$ cat config.mk
export PLATFORM = sky130hd
export DESIGN_NAME = b16_uart_port
export DESIGN_NICKNAME = d
export VERILOG_FILES = /design/src/rtl/b16_uart_port.sv
export SDC_FILE = /design/constraint.sdc
export NUM_CORES = 1
export LEC_CHECK = 0
export BUFFER_PORTS_ARGS = -buffer_cell sky130_fd_sc_hd__buf_2
export CORE_MARGIN = 2
export CORE_UTILIZATION = 59
export CTS_CLUSTER_DIAMETER = 40
export DETAILED_ROUTE_END_ITERATION = 6
export PLACE_DENSITY_LB_ADDON = 0.2
export SYNTH_ARGS = -nofsm -noshare
export SYNTH_HDL_FRONTEND = slang
export SYNTH_SLANG_ARGS = --single-unit
$ cat constraint.sdc
create_clock -name clk -period 4.1 [get_ports clk]
set_input_delay 0 -clock clk [delete_from_list [all_inputs] [get_ports clk]]
set_output_delay 0 -clock clk [all_outputs]
set_load 0.02 [all_outputs]
$ cat src/rtl/b16_uart_port.sv
// b16 memory-mapped UART port: RX/TX byte FIFOs, status/data registers and the uart strobe handshake.
// Optional internal loopback is built only when B16_UART_LOOPBACK_EN is defined.
module b16_uart_port #(
    parameter int DEPTH = 8
) (
    input  logic        clk,
    input  logic        reset,
    input  logic        sel,
    input  logic        en,
    input  logic        addr1,
    input  logic        r,
    input  logic [1:0]  w,
    input  logic [15:0] dwrite,
    output logic [15:0] rdata,
    input  logic [7:0]  rx_data,
    input  logic        rx_valid,
    output logic [7:0]  tx_data,
    output logic        tx_strobe,
    input  logic        tx_busy
);

    localparam int AW = $clog2(DEPTH);
    localparam int PW = AW + 1;

    typedef enum logic [1:0] {IDLE, SEND, GUARD} state_t;

    state_t        state_q;
    logic [7:0]    rxMem_q [DEPTH];
    logic [7:0]    txMem_q [DEPTH];
    logic [PW-1:0] rxWptr_q, rxRptr_q, txWptr_q, txRptr_q;
    logic [PW-1:0] rxCount, txCount;
    logic          rxEmpty, rxFull, txEmpty, txFull;
    logic          rxOverrun_q, rxOverrun_d, txDrop_q, txDrop_d;
    logic          txStrobe_q;
    logic [7:0]    txData_q;
    logic          loopback;
    logic          rd, wr, dataRd, dataWr, statWr;
    logic          rxPop, rxPushReq, rxPush, txPush, startSend;
    logic [7:0]    txHead, rxHead, rxPushData;
    logic [15:0]   statusWord, dataWord;
    logic          unusedBits;

    assign unusedBits = ^{w[1], dwrite};

    assign rd     = sel & r & en;
    assign wr     = sel & w[0] & en;
    assign dataRd = rd & ~addr1;
    assign dataWr = wr & ~addr1;
    assign statWr = wr & addr1;

    assign rxCount = rxWptr_q - rxRptr_q;
    assign txCount = txWptr_q - txRptr_q;
    assign rxEmpty = (rxCount == '0);
    assign txEmpty = (txCount == '0);
    assign rxFull  = (rxCount == PW'(DEPTH));
    assign txFull  = (txCount == PW'(DEPTH));
    assign rxHead  = rxMem_q[rxRptr_q[AW-1:0]];
    assign txHead  = txMem_q[txRptr_q[AW-1:0]];

`ifdef B16_UART_LOOPBACK_EN
    logic loopback_q;

    always_ff @(posedge clk or posedge reset) begin
        if (reset) begin
            loopback_q <= 1'b0;
        end else if (statWr) begin
            loopback_q <= dwrite[2];
        end
    end

    assign loopback = loopback_q;
`else
    assign loopback = 1'b0;
`endif

    // In loopback the transmitter feeds the RX FIFO and the uart is ignored entirely.
    assign startSend  = (state_q == IDLE) & ~txEmpty & (loopback | ~tx_busy);
    assign rxPop      = dataRd & ~rxEmpty;
    assign rxPushReq  = loopback ? startSend : rx_valid;
    assign rxPushData = loopback ? txHead : rx_data;
    assign rxPush     = rxPushReq & (~rxFull | rxPop);
    assign txPush     = dataWr & ~txFull;

    always_comb begin
        rxOverrun_d = (rxOverrun_q & ~(statWr & dwrite[15])) | (rxPushReq & rxFull & ~rxPop);
        txDrop_d    = (txDrop_q & ~(statWr & dwrite[14])) | (dataWr & txFull);
    end

    always_ff @(posedge clk or posedge reset) begin
        if (reset) begin
            rxWptr_q    <= '0;
            rxRptr_q    <= '0;
            txWptr_q    <= '0;
            txRptr_q    <= '0;
            rxOverrun_q <= 1'b0;
            txDrop_q    <= 1'b0;
        end else begin
            if (rxPush)    rxWptr_q <= rxWptr_q + PW'(1);
            if (rxPop)     rxRptr_q <= rxRptr_q + PW'(1);
            if (txPush)    txWptr_q <= txWptr_q + PW'(1);
            if (startSend) txRptr_q <= txRptr_q + PW'(1);
            rxOverrun_q <= rxOverrun_d;
            txDrop_q    <= txDrop_d;
        end
    end

    always_ff @(posedge clk) begin
        if (rxPush) rxMem_q[rxWptr_q[AW-1:0]] <= rxPushData;
        if (txPush) txMem_q[txWptr_q[AW-1:0]] <= dwrite[7:0];
    end

    // SEND and GUARD pad every transmission so the uart's busy flag has time to rise.
    always_ff @(posedge clk or posedge reset) begin
        if (reset) begin
            state_q    <= IDLE;
            txStrobe_q <= 1'b0;
            txData_q   <= 8'h00;
        end else begin
            case (state_q)
                IDLE: begin
                    if (startSend) begin
                        state_q <= SEND;
                        if (!loopback) begin
                            txStrobe_q <= 1'b1;
                            txData_q   <= txHead;
                        end
                    end
                end
                SEND: begin
                    txStrobe_q <= 1'b0;
                    state_q    <= GUARD;
                end
                GUARD:   state_q <= IDLE;
                default: state_q <= IDLE;
            endcase
        end
    end

    assign tx_strobe = txStrobe_q;
    assign tx_data   = txData_q;

    always_comb begin
        statusWord       = 16'h0000;
        statusWord[0]    = ~rxEmpty;
        statusWord[1]    = ~txFull;
        statusWord[2]    = loopback;
        statusWord[7:4]  = 4'(rxCount);
        statusWord[11:8] = 4'(txCount);
        statusWord[14]   = txDrop_q;
        statusWord[15]   = rxOverrun_q;
        dataWord         = rxEmpty ? 16'h0000 : {8'h00, rxHead};
        rdata            = 16'h0000;
        if (sel) rdata = addr1 ? statusWord : dataWord;
    end

endmodule

==> Word-level counts from Yosys, hierarchy flattened <==
Memory sizes are Yosys's and may differ from the RTL's. A register that Yosys moved wholly into a read port is not among the register bits.
Cells that the tools add are included.
{ "classes": {"n_addsub": 6, "n_eq_ne": 4, "mux": 11, "bitwise_logic": 31, "reduce_logical": 6} }
{ "op_table": {"columns": ["operator", "count"], "rows": [
  ["16-bit 2-to-1 mux", 2],
  ["1-bit bitwise AND", 19],
  ["4-bit by 1-bit adder with 4-bit output (second input constant)", 4],
  ["1-bit NOT", 9],
  ["4-bit == test (second input constant)", 2],
  ["4-bit zero test", 2],
  ["8-bit 2-to-1 mux", 1],
  ["4-bit subtractor", 2],
  ["1-bit 2-to-1 mux", 5],
  ["2-bit one-hot mux with 2 select lines", 1],
  ["2-bit AND reduction", 2],
  ["1-bit bitwise OR", 3],
  ["2-bit by 1-bit == test with 1-bit output (second input constant)", 1],
  ["2-bit zero test", 1],
  ["2-bit 2-to-1 mux", 1],
  ["2-bit inequality test (second input constant)", 1],
  ["1-bit one-hot mux with 2 select lines", 1],
  ["2-bit nonzero test", 1]
]} }
{ "totals": {"reg_bits": 21, "ram_bits": 128, "inputBits": 34, "out_inout_bits": 25, "word_cells": 68, "memories": 2} }
{ "memory_table": {"columns": ["name", "depth", "word_bits", "rd", "rd_ports_with_merged_regs", "write_ports", "line_no", "rtl"], "rows": [
  ["rxMem_q", 8, 8, 1, 0, 1, "28", "logic [7:0] rxMem_q [DEPTH];"],
  ["txMem_q", 8, 8, 1, 1, 1, "29", "logic [7:0] txMem_q [DEPTH];"]
]} }

==> Longest topological paths before layout <==
Gate-level depths: netlist (run 1).
{ "logic_depth": {"ltp_word": 8, "mapped_depth": 10, "depth_no_buf": 8} }

==> Least setup slack after synthesis (run 1) <==
OpenSTA, ideal clock, no wires.
{ "synth_timing": {"path_type": "reg2reg", "from": "reg rxRptr_q[1]", "to": "mem rxMem_q[4][0], enable pin", "setup_time_ps": 398, "arrival_ps": 3040, "t_required_ps": 3702, "path_slack_ps": 662, "stages_incl_launch_ff": 10, "n_path_buf": 2, "period_less_slack_ps": 3438, "path_cell_list": "dfrtp_1 -> clkbuf_1 -> buf_1 -> inv_1 -> ha_1 -> nand3b_1 -> nand2_1 -> xor2_1 -> o31ai_4 -> nor4b_1"} }
{ "synth_between": {"elab_chain_cells": 8, "word_cells_on_any_way": 10, "classes_between": "add/sub: 1; eq/ne: 1; mux: 2; bitwise: 5; reduce/logical: 1"} }
{ "synth_rtl": {"columns": ["element", "line_no", "rtl"], "rows": [
  ["start, declared", "30", "logic [PW-1:0] rxWptr_q, rxRptr_q, txWptr_q, txRptr_q;"],
  ["start signal, assigned", "99", "if (rxPop) rxRptr_q <= rxRptr_q + PW'(1);"],
  ["4-bit subtractor (*)", "51", "assign rxCount = rxWptr_q - rxRptr_q;"],
  ["4-bit zero test", "53", "assign rxEmpty = (rxCount == '0);"],
  ["1-bit NOT", "78", "assign rxPop = dataRd & ~rxEmpty;"],
  ["1-bit bitwise AND", "78", null],
  ["1-bit bitwise OR (*)", "81", "assign rxPush = rxPushReq & (~rxFull | rxPop);"],
  ["1-bit bitwise AND (*)", "81", null],
  ["1-bit 2-to-1 mux (*)", "108", "if (rxPush) rxMem_q[rxWptr_q[AW-1:0]] <= rxPushData;"],
  ["1-bit 2-to-1 mux (not written as such) (*)", "108", null],
  ["end, declared", "28", null]
]} }
Every way passes the cells marked *; elsewhere a longest branch is shown, timed or not.

==> Worst setup path in the final report (run 1) <==
{ "layout_timing": {"from": "reg rxRptr_q[2]", "to": "mem rxMem_q[4][0], enable pin"} }
The elaborated chain is that of the path after synthesis.

==> metrics, run 1 <==
Clock H-tree levels 4; final instance area 7940 um^2; WL/cell 21.1 um; HPWL Detailed around 7.9 mm; pre-CTS WS just over 0.8 ns; setup violators final 0; Max clock buf depth 2; post-cts resize count 0; most common cell after layout, fill and taps aside edfxtp_1; Hold Vio Cnt, Final 0; # hold bufs at CTS 25; Syn Inst Count between 300 and 400; period utilization a little over 80%; flops & latches, synth between 150 and 200; row count 38; vias in the first global route between 3000 and 4000; max_slew headroom 18.2%; commonest non-fill, non-tap cells in the layout edfxtp_1, buf_2, nand2_1, mux4_2, dfrtp_1; register clock-pin slew on the reported worst setup and hold paths 0.07 ns; status complete, no violations; GRT Total Usage about a quarter; clock skew between 0.007 and 0.008 ns; WP data required around 4.2 ns; DRC Markers 0; Yosys cell types 47; placed cells roughly 570; Syn Std Cell Area approximately 6500 um^2; CTS tree yes; RSZ-0062 raised after global routing no; P_leak a little under 3 nW; Pwr per Cell Area 737 nW/um^2; diodes inserted 0; fmax 294 MHz; Tmin final 3.40 ns; vias post-DR around 3700; drt first pass iters 4; Post-CTS Setup Bufs 0; crit-path cells inv_2 > ha_1 > a21oi_1 > nand2_1 > xor2_1 > o31ai_4 > nor4b_2; Layout area overhead 21.2%; CP top delay family simple AND/OR/NAND/NOR gates; worst setup margin 0.697 ns; Max FO, Critical Path 9; DR iter-0 viols 376; Core ar. around 11000 um^2; critical path class reg2reg; PortBufs between 40 and 50; Starting Density 60.4%; Area after DPL slightly above 7000 um^2; Hold Slack ~0.055 ns; Ys Warns 0; Routed Antenna Nets 0; Remaining Overflow, GRT 0; largest net degree at the start of global routing 30; Sink Count between 150 and 200; CP max stage cell nor4b_2; Finished Layout Cells 630; Horiz. Die Dim between 100 and 150 um; CP startpoint kind register; top_reg_cell synth edfxtp_1; number of flops mapped to enable cells by yosys 128; antenna violations before repair 0; Via density about 5.9; syn_area_per_cell approximately 17 um^2; Final Net Count between 500 and 600; Post-synth ARST share 18.5%; Slew Limit Fails 0; Clock Latency Late Sink roughly 0.52 ns; Crit. End Element register; worst-margin pin slew between 1 and 1.5 ns; sequential fraction of the synthesis area between 60% and 70%; WP buf/inv 1; Die ar. around 12000 um^2; share of post-route cells with drive strength above 1 just over 30%; Detailed Route WL between 10 and 15 mm; setup TNS 0 ns; I/O pins 59; worst vdd ir about 0.42 mV; root buf cell clkbuf_8; Worst EP arrival 3.54 ns; Num CTS Buffers 17; post-layout util approximately 73%; max cap viols 0; chip height approximately 110 um; Final Power around 6 mW; Hold Path Class in2reg; CP max stage delay 1.05 ns; GP Congestion ~0.75; first-pass GRT wire length around 20 mm
-- path summary, 6_finish.rpt --
kind | slack, ns | to | cells past startpoint | startpoint
max reg2reg | 0.70 | rxMem_q[4][0] | 7 | rxRptr_q[2]
min reg2reg | 0.45 | state_q[1] | 1 | state_q[1]
min in group asynchronous | 0.09 | rxWptr_q[0] | 4 | reset
max in group asynchronous | 3.69 | tx_data[1] | 4 | reset
min | 0.05 | txWptr_q[2] | 5 | en
max | 0.70 | rxMem_q[4][0] | 7 | rxRptr_q[2]
-- sequential cells by signal, summed over array words and instances, names as in the netlist --
| name | cells |
|---|---|
| tx_strobe | 1 |
| rxWptr_q | 4 |
| state_q | 2 |
| txWptr_q | 4 |
| txMem_q | 64 |
| rxOverrun_q | 1 |
| txRptr_q | 4 |
| rxRptr_q | 4 |
| tx_data | 8 |
| txDrop_q | 1 |
| rxMem_q | 64 |
-- layout make-up --
| cell class | count | area, um^2 |
|---|---|---|
| tap | 140 | 175 |
| timing repair buffer | 94 | 646 |
| clock inverter | 14 | 193 |
| clock buffer | 18 | 418 |
| multi-input combinational | 195 | 1890 |
| inverter | 12 | 45.0 |
| sequential | 157 | 4570 |
| fill | 674 | 2900 |
-- cells by family (layout without fill, tap and decap cells) --
group	count (synthesis)	after routing	synth area share (%)
AND/OR/NAND/NOR	86	86	6.78
other	1	2	0.0573
flip-flops	157	157	69.8
multiplexers	40	40	12.4
XOR/XNOR	18	18	2.41
buffers and inverters	30	138	2.08
AO/OA/AOI/OAI	37	37	3.97
adder cells (fa/ha/maj)	12	12	2.52
-- cell usage after synthesis, drive strengths merged (4+ instances only) --
cell | number | area share [%]
a21oi | 7 | 0.53
nor2 | 15 | 0.86
xnor2 | 11 | 1.5
nor4b | 4 | 0.76
nor3 | 7 | 0.53
edfxtp | 128 | 59
o21ai | 7 | 0.71
nor4 | 6 | 0.57
ha | 10 | 1.9
xor2 | 7 | 0.94
a31oi | 10 | 1.1
mux4 | 32 | 11
buf | 14 | 1.2
and3 | 7 | 0.67
mux2i | 5 | 0.76
o22ai | 4 | 0.38
clkbuf | 4 | 0.23
inv | 11 | 0.63
dfrtp | 29 | 11
nand2 | 35 | 2.0
-- power breakdown --
| group | leakage [nW] | total [mW] | switching [mW] | internal, mW |
|---|---|---|---|---|
| combinational | 1.14 | 2.07 | 1.17 | 0.900 |
| sequential | 1.50 | 2.18 | 0.188 | 1.99 |
| clock | 0.283 | 1.60 | 0.612 | 0.988 |
| total | 2.92 | 5.85 | 1.97 | 3.88 |
-- worst register-to-register path: cells and delay by family, from the launching register on --
kind / cells / cell delay, ns
AO/OA/AOI/OAI: 2 / 0.34
AND/OR/NAND/NOR: 2 / 1.17
XOR/XNOR: 1 / 0.43
buffers and inverters: 1 / 0.19
flip-flops: 1 / 0.53
adder cells (fa/ha/maj): 1 / 0.36
-- layer usage --
metal  wire length (um)  share of wire (%)  GRT usage (%)  vias up
li1                   -                  -              -     1679
met3                995                7.5           6.16       19
met1               5510                 41           32.7     1879
met5                  0                  0              0        -
met2               6560                 49           37.9      144
met4                214                1.6           10.3        0
No activity file was read; power rests on OpenSTA's default activity.
==> run 2, diff against run 1 <==
Settings changed: CORE_UTILIZATION 59 to 53.
Clock period 4.1 ns to 2.9 ns, I/O delays scaled along.
==> run 2 against run 1 <==
Via count shrank 3.1%. Maximum frequency up 25%. Sequential cell count did not move. Count of clock-buffer cells in the layout up 3. Clock power rose by 17%. Sequential power rose by 38%. Critical path type unchanged. Largest cell class unchanged.
==> metrics, run 2 (synthesis gave the netlist of run 1 again) <==
WP buf/inv 3 (+2); max cap viols 0 (unchanged); Starting Density 54.3% (-6.1 points); Via density 5.42 (-8.3%); FILL cells 823 (+22%); final instance area 7980 um^2 (+0.57%); Num CTS Buffers 17 (unchanged); max_slew headroom 50.7% (+32 points); GRT Total Usage 21.5% (-2.7 points); worst vdd ir 0.497 mV (+19%); Horiz. Die Dim 115 um (+5.3%); worst-margin pin slew 0.735 ns (-0.489 ns); fmax 368 MHz (+25%); CP max stage delay 0.55 ns (-0.50 ns); Core ar. 12100 um^2 (+11%); PortBufs 49 (unchanged); drt first pass iters 4 (unchanged); setup TNS 0 ns (unchanged); clock skew 0.00688 ns (-0.000380 ns); diodes inserted 0 (unchanged); CP max stage cell dlygate4sd3_1; Die ar. 13300 um^2 (+11%); register area 4570 um^2 (about the same); status complete, no violations; Clock H-tree levels 4 (unchanged); Area after DPL 7260 um^2 (+2.6%); largest net degree at the start of global routing 30 (unchanged); CP top delay family buffers and inverters; CP startpoint kind register; row count 40 (+5.3%); commonest non-fill, non-tap cells in the layout edfxtp_1, buf_2, nand2_1, buf_4, mux4_2; Worst EP arrival 3.07 ns (-0.47 ns); Tmin final 2.72 ns (-0.683 ns); most frequent CP cell a21oi_1; Max clock buf depth 2 (unchanged); CTS tree yes; P_leak 2.96 nW (+1.3%); area of the multi-input gates 1960 um^2 (+3.6%); vias in the first global route 3694 (-2.6%); DRC Markers 0 (unchanged); Layout area overhead 21.9%; HPWL Detailed 8.31 mm (+5.1%); register clock-pin slew on the reported worst setup and hold paths 0.05 ns (-0.02 ns); Final Power 8.06 mW (+38%); GP Congestion 0.783 (+4.5%); Hold Vio Cnt, Final 0 (unchanged); WL/cell 19.5 um (-7.5%); Pwr per Cell Area 1010 nW/um^2 (+37%); Slew Limit Fails 0 (unchanged); DR iter-0 viols 195 (-48%); share of post-route cells with drive strength above 1 32.9% (+2.3 points); most common cell after layout, fill and taps aside edfxtp_1; critical path class reg2reg; first-pass GRT wire length 20.3 mm (-0.30%); Detailed Route WL 13.0 mm (-2.2%); Crit. End Element register; Max FO, Critical Path 6 (-3); I/O pins 59 (unchanged); Final Net Count 532 (+1.7%); Post-CTS Setup Bufs 0 (unchanged); antenna violations before repair 0 (unchanged); RSZ-0062 raised after global routing no; Sink Count 157 (unchanged); setup violators final 0 (unchanged); crit-path cells inv_1 > ha_1 > fa_1 > xor2_1 > nand3_1 > a21oi_1 > buf_4 > a21oi_1 > a21oi_1 > dlygate4sd3_1; period utilization 93.8% (+11 points); Routed Antenna Nets 0 (unchanged); Hold Path Class in2reg; root buf cell clkbuf_16; Clock Latency Late Sink 0.42 ns (-0.10 ns); Remaining Overflow, GRT 0 (unchanged); WP data required 3.25 ns (-0.98 ns); pre-CTS WS 0.167 ns (-0.647 ns); vias post-DR 3607 (-3.1%); worst setup margin 0.181 ns (-0.517 ns); chip height 115 um (+5.3%)
run 2: changes by cell type in the layout (fill, tap and decap cells not counted), sizes merged:
cell,before,now
clkinvlp,4,0
buf,69,82
bufinv,4,0
clkbuf,18,21
clkinv,6,11
inv,12,11
dlygate4sd3,25,21
run 2: repair_timing:
| action | 4_1_cts | 5_1_grt |
|---|---|---|
| endpoints found under the setup margin | 0 | 13 |
| endpoints found under the hold margin | 160 | 0 |
| resized for setup | 0 | 6 |
| hold buffers | 21 | 0 |
run 2: layout make-up:
| cell class | count | area share (%) |
|---|---|---|
| clock buffers | 21 | 5.52 |
| multi-input cells | 195 | 24.5 |
| flip-flops and latches | 157 | 57.3 |
| inverters | 12 | 0.564 |
| clock inverters | 10 | 0.643 |
| well taps | 168 | 2.63 |
| repair buffers | 103 | 8.81 |
run 2: routing by layer:
layer,wire length [um],vias to the layer above,GRT usage [%]
li1,-,1682,-
met1,5830,1839,29.4
met2,6480,79,34.1
met3,571,7,5.27
met4,93,0,7.95
met5,0,-,0
run 2: worst min-delay path, cell delays in order:
cell and delay [ns]:
buf_2 0.07, or3_1 0.12, or3_1 0.16, o31ai_1 0.07
run 2: final timing paths:
path	cells after the start	slack [ns]	endpoint	startpoint
setup / recovery	10	0.18	txDrop_q	txWptr_q[0]
hold / removal	4	0.06	txRptr_q[3]	tx_busy
setup reg to reg	10	0.18	txDrop_q	txWptr_q[0]
hold reg to reg	1	0.44	state_q[1]	state_q[1]
max in group asynchronous	4	2.38	txWptr_q[0]	reset
min in group asynchronous	4	0.20	rxWptr_q[3]	reset
run 2: power breakdown:
group	total (mW)	internal (mW)	leakage [nW]	switching, mW
combinational	3.18	1.42	1.22	1.77
sequential	3.01	2.81	1.50	0.197
clock	1.87	1.07	0.242	0.799
total	8.06	5.30	2.96	2.76
run 2: through the flow:
step / cells / hold WS, ns / utilization [%]
2_1_floorplan: 382 / 0.0781 / -
4_1_cts: 666 / 0.0382 / 66.0
5_1_grt: 666 / 0.0826 / 66.2
3_5_place_dp: 614 / 0.107 / 60.2
6_report: 666 / 0.0551 / 66.2
3_3_place_gp: 614 / 0.0988 / 60.2
